===== config.mk =====
export PLATFORM = sky130hd
export DESIGN_NAME = move_permit_probe
export DESIGN_NICKNAME = d
export VERILOG_FILES = /design/src/rtl/move_permit_probe.sv
export SDC_FILE = /design/constraint.sdc
export NUM_CORES = 1
export LEC_CHECK = 0
export ABC_CLOCK_PERIOD_IN_PS = 4500
export CAP_MARGIN = 20
export CORE_AREA = 3 3 124 126
export CTS_BUF_LIST = sky130_fd_sc_hd__clkbuf_4 sky130_fd_sc_hd__clkbuf_8
export DETAILED_ROUTE_END_ITERATION = 10
export DIE_AREA = 0 0 127 129
export PLACE_DENSITY = 0.53
export SKIP_CTS_REPAIR_TIMING = 1
export SLEW_MARGIN = 20
export SYNTH_ARGS = -nofsm -noshare
export SYNTH_HDL_FRONTEND = slang
export SYNTH_SLANG_ARGS = --single-unit

===== constraint.sdc =====
create_clock -name clk -period 4.5 [get_ports clk]
set_input_delay 0.675 -clock clk [delete_from_list [all_inputs] [get_ports clk]]
set_output_delay 0.675 -clock clk [all_outputs]
set_load 0.02 [all_outputs]

===== src/rtl/move_permit_probe.sv =====
// Per-frame wall probe around a pacman snapshot: counts wall pixels on the four
// edges just outside the sprite and publishes registered can-go permits once per frame.
module move_permit_probe #(
    parameter int PIXEL_SIZE    = 28,
    parameter int H_ACTIVE      = 640,
    parameter int V_ACTIVE      = 480,
    parameter int HIT_THRESHOLD = 1
) (
    input  logic       clk,
    input  logic       reset,
    input  logic       bright,
    input  logic [9:0] hCount,
    input  logic [9:0] vCount,
    input  logic       wallFill,
    input  logic [9:0] pacX,
    input  logic [9:0] pacY,
    input  logic       permit_ack,
    output logic       cgLeft,
    output logic       cgUp,
    output logic       cgRight,
    output logic       cgDown,
    output logic       permit_valid,
    output logic       overrun,
    output logic       scan_busy,
    output logic [1:0] probe_state
);

    typedef enum logic [1:0] {
        SYNC    = 2'd0,
        ARM     = 2'd1,
        SCAN    = 2'd2,
        PUBLISH = 2'd3
    } state_t;

    localparam logic [10:0] HALF   = 11'(PIXEL_SIZE / 2);
    localparam logic [10:0] H_MAX  = 11'(H_ACTIVE - 1);
    localparam logic [10:0] V_MAX  = 11'(V_ACTIVE - 1);
    localparam logic [9:0]  V_LAST = 10'(V_ACTIVE);
    localparam logic [4:0]  CNT_MAX = 5'd31;

    // Direction index used by every per-edge vector: 0 left, 1 up, 2 right, 3 down.
    state_t     state, state_nxt;
    logic [9:0] sx, sy;
    logic [4:0] cnt [4];
    logic [3:0] cg;

    logic frame_start, frame_end;
    logic snap_en, clear_cnt, count_en, publish;

    assign frame_start = (hCount == 10'd0) && (vCount == 10'd0);
    assign frame_end   = (hCount == 10'd0) && (vCount == V_LAST);

    always_ff @(posedge clk or posedge reset) begin
        if (reset) state <= SYNC;
        else       state <= state_nxt;
    end

    always_comb begin
        state_nxt = state;
        snap_en   = 1'b0;
        clear_cnt = 1'b0;
        count_en  = 1'b0;
        publish   = 1'b0;
        case (state)
            SYNC: begin
                if (frame_end) begin
                    snap_en   = 1'b1;
                    clear_cnt = 1'b1;
                    state_nxt = ARM;
                end
            end
            ARM: begin
                if (frame_start) begin
                    count_en  = 1'b1;
                    state_nxt = SCAN;
                end
            end
            SCAN: begin
                // A repeated frame start here is just another pixel; only the
                // V_ACTIVE line start closes the scan, and that pixel is not counted.
                if (frame_end) state_nxt = PUBLISH;
                else           count_en  = 1'b1;
            end
            PUBLISH: begin
                publish   = 1'b1;
                snap_en   = 1'b1;
                clear_cnt = 1'b1;
                state_nxt = ARM;
            end
            default: state_nxt = SYNC;
        endcase
    end

    always_ff @(posedge clk or posedge reset) begin
        if (reset) begin
            sx <= '0;
            sy <= '0;
        end else if (snap_en) begin
            sx <= pacX;
            sy <= pacY;
        end
    end

    // Edge geometry at 11 bits; an underflowed left/up coordinate lands above
    // 1023 and so can never match a 10-bit scan position.
    logic [10:0] sx11, sy11, hc11, vc11;
    logic [10:0] left_h, right_h, up_v, down_v;
    logic        h_in_span, v_in_span;
    logic [3:0]  on_edge, in_bounds;

    assign sx11 = {1'b0, sx};
    assign sy11 = {1'b0, sy};
    assign hc11 = {1'b0, hCount};
    assign vc11 = {1'b0, vCount};

    assign left_h  = sx11 - HALF;
    assign right_h = sx11 + HALF + 11'd1;
    assign up_v    = sy11 - HALF;
    assign down_v  = sy11 + HALF + 11'd1;

    assign h_in_span = (hc11 + HALF > sx11) && (hc11 <= sx11 + HALF);
    assign v_in_span = (vc11 + HALF > sy11) && (vc11 <= sy11 + HALF);

    assign on_edge[0] = (hc11 == left_h)  && v_in_span;
    assign on_edge[1] = (vc11 == up_v)    && h_in_span;
    assign on_edge[2] = (hc11 == right_h) && v_in_span;
    assign on_edge[3] = (vc11 == down_v)  && h_in_span;

    assign in_bounds[0] = (sx11 >= HALF);
    assign in_bounds[1] = (sy11 >= HALF);
    assign in_bounds[2] = (right_h <= H_MAX);
    assign in_bounds[3] = (down_v <= V_MAX);

    always_ff @(posedge clk or posedge reset) begin
        if (reset) begin
            for (int i = 0; i < 4; i++) cnt[i] <= '0;
        end else if (clear_cnt) begin
            for (int i = 0; i < 4; i++) cnt[i] <= '0;
        end else if (count_en && bright && wallFill) begin
            for (int i = 0; i < 4; i++) begin
                if (on_edge[i] && (cnt[i] != CNT_MAX)) cnt[i] <= cnt[i] + 5'd1;
            end
        end
    end

    logic [3:0] cg_nxt;

    always_comb begin
        cg_nxt = '0;
        for (int i = 0; i < 4; i++) begin
            cg_nxt[i] = (int'(cnt[i]) < HIT_THRESHOLD) && in_bounds[i];
        end
    end

    always_ff @(posedge clk or posedge reset) begin
        if (reset)        cg <= '0;
        else if (publish) cg <= cg_nxt;
    end

    // Handshake: permit_valid rises on publish and holds until a cycle with
    // permit_valid && permit_ack; a publish in that same cycle keeps it high.
    // A publish while still valid and unacknowledged latches overrun until reset.
    always_ff @(posedge clk or posedge reset) begin
        if (reset) begin
            permit_valid <= 1'b0;
            overrun      <= 1'b0;
        end else if (publish) begin
            permit_valid <= 1'b1;
            if (permit_valid && !permit_ack) overrun <= 1'b1;
        end else if (permit_valid && permit_ack) begin
            permit_valid <= 1'b0;
        end
    end

    assign cgLeft      = cg[0];
    assign cgUp        = cg[1];
    assign cgRight     = cg[2];
    assign cgDown      = cg[3];
    assign scan_busy   = (state == SCAN);
    assign probe_state = state;

endmodule


==> impl_metrics.ini <==
[clock_network]
worstSkewPairLatency_ps = 340
clockBufferDepth = 2
path_clk_slew_ps = 100
cts_tree = done
cts_made_buffers = 5
cts_root_buf = clkbuf_8
htreeDepth = 2
cts.sinks = 48

[layout]
final_common_cell = ha_1
area_delta_synth_final_pct = 17.1
fin_nets = 826
final_cell_mix = 64 x ha_1, 53 x clkdlybuf4s50_1, 49 x nand2_1, 49 x nor2_1, 48 x dfrtp_1
final_cells = 902
drive_above_1_share_pct = 8.08
final_cell_area_um2 = 6320
final_util_pct = 43.8
antennaDiodeCount = 0

[place]
gp_congestion = 0.927
dpl.cell_count = 892
dp_hpwl_um = 12300
placed_area_um2 = 6200
portBuffers = 53

[floorplanning]
initial_core_util_pct = 37.4
io_pins = 54
die_area_um2 = 16400
die_h_um = 129
coreArea_um2 = 14400
die_x_um = 127
fp-row-count = 44

[flow_run]
maxCapViolations = 0

[setup_path]
cp_max_fo = 5
r2r_slack_ps = 500
start_kind = input pin
worstReg2RegStart = sx[2]
r2r-end = cnt[3]
required_ps = 4720
cp.arrival_ps = 4230
crit_path_end_kind = flop
path_class = input pin to flop
reg2reg_depth = 15

[hold_path]
whs_path_depth = 1
min_from = overrun
min_to = overrun
worstHoldPathType = flop to flop

[power]
ir_drop_mv = 0.260
power_density_nw_per_um2 = 605
p_leak_nw = 2.62
totalPowerFinal_w = 0.00383

[logic_synthesis]
synth_top_area_share_pct = 22.2
ys_seq_area_share_pct = 22.2
synth_nets = 776
synthTopCellsByArea = dfrtp_1 22%, ha_1 15%, xnor2_1 7.6%
synth_edf_count = 0
ys.flop_type = dfrtp_1
ys_ff_latch = 48
async_flop_share_pct = 100
synth.distinct_cells = 71
avgSynthCellArea_um2 = 8.10
synth_top_cell_by_area = dfrtp_1
ys_warn_count = 0
synthCells = 667
syn_area_um2 = 5400

[grt]
gr-total-overflow = 0
grt_max_degree = 61
grt_use_total_pct = 19.6
grt_pass1_wl_um = 25600
antenna_found_initial = 0
grt_pass1_vias = 5173

[detailed_routing]
wl_per_cell_um = 17.2
drc = 0
drt_pre_antenna_iters = 5
routed_wl_um = 15500
route.vias.total = 5108
drt_iter0_drc = 419
ant_nets = 0
via_per_inst = 5.66

[timing]
finalHoldViolCount = 0
finalSetupTns_ps = 0
rsz0062_at_grt = false
setup_viol = 0
max_freq_mhz = 250
final.min_clock_period_ps = 4010
worst_pin_slew_ps = 955
slew_headroom_pct = 36.2
period_share_pct = 89.1
fin_skew_ps = 15.0
drv_slew = 0

[outcome]
outcome = finished clean
layer usage:
metal	global-route usage, %	wire length, um	share of wire (%)
met1	23.9	6820	44
met2	34.1	7560	49
met3	3.07	562	3.6
met4	8.77	563	3.6
met5	0	0	0
report_power, final:
part	leakage (nW)	internal (W)	switching (W)
combinational	1.95	0.00115	0.00158
sequential	0.619	0.000559	0.000222
clock	0.0516	0.000127	0.000184
total	2.62	0.00184	0.00199
worst max-delay path by stage:
stage / endpoint / slack, ps / cells after the start / startpoint
floorplan: cnt[8] / 850 / 16 / sy[1]
detailed placement: cnt[3] / 220 / 16 / hCount[1]
global route: cnt[3] / 90 / 15 / sx[2]
global placement: cnt[3] / 370 / 16 / hCount[1]
finish: cnt[11] / 490 / 17 / hCount[2]
CTS: cnt[3] / 300 / 14 / sx[2]
final cells by class:
type	instances	area, um^2
multi-input combinational	546	3920
clock buffer	6	82.6
timing repair buffer	74	713
clock inverter	2	13.8
inverter	42	158
tap	184	230
sequential	48	1200
fill	1425	8100
kinds of logic after synthesis:
kind of cell	count (synthesis)	share of synthesized area, %
AND/OR/NAND/NOR	249	24.4
AO/OA/AOI/OAI	145	17.9
XOR/XNOR	79	13.3
buffers and inverters	73	5.51
adder cells (fa/ha/maj)	64	14.8
flip-flops	48	22.2
multiplexers	9	1.74
sequential cells by signal, indices dropped and copies added (netlist names):
name / flops
cnt: 20
sx: 10
sy: 10
cg: 4
probe_state: 2
overrun: 1
permit_valid: 1
cell usage after synthesis, types with 3 or more instances:
library cell / instances
ha_1: 64
nor2_1: 50
nand2_1: 49
dfrtp_1: 48
o21ai_0: 47
xnor2_1: 47
inv_1: 39
a21oi_1: 30
nand3_1: 30
xor2_1: 29
nor3_1: 25
clkbuf_1: 18
nand4_1: 15
and3_1: 13
nor4_1: 13
or3_1: 10
a211oi_1: 9
buf_2: 8
nand2b_1: 8
nor2b_1: 8
o31ai_1: 7
mux2i_1: 6
a21o_1: 5
a31oi_1: 5
nand3b_1: 5
or4_1: 5
a31o_2: 4
o2bb2ai_1: 4
a211o_1: 3
clkinv_1: 3
mux2_2: 3
nor3_2: 3
nor4b_1: 3
o2111a_1: 3
stage by stage:
stage / hold WS, ps / setup WS (ps)
after global routing: 501 / 94.1
after global placement: 453 / 374
after detailed placement: 463 / 225
after floorplan: 516 / 855
final: 483 / 493
after CTS: 492 / 297
worst max-delay path, cell delays in order:
cell	delay, ps
clkdlybuf4s50_1	560
inv_1	100
ha_1	220
inv_1	90
o2111a_1	220
nand3_1	100
xnor2_1	150
ha_1	300
a21oi_1	170
or4b_2	610
a32oi_1	220
a211oi_2	50
buf_4	170
buf_4	130
nand2_1	180
mux2i_1	210
nor2_1	60
Note: power is estimated with default switching activity, not from simulation.
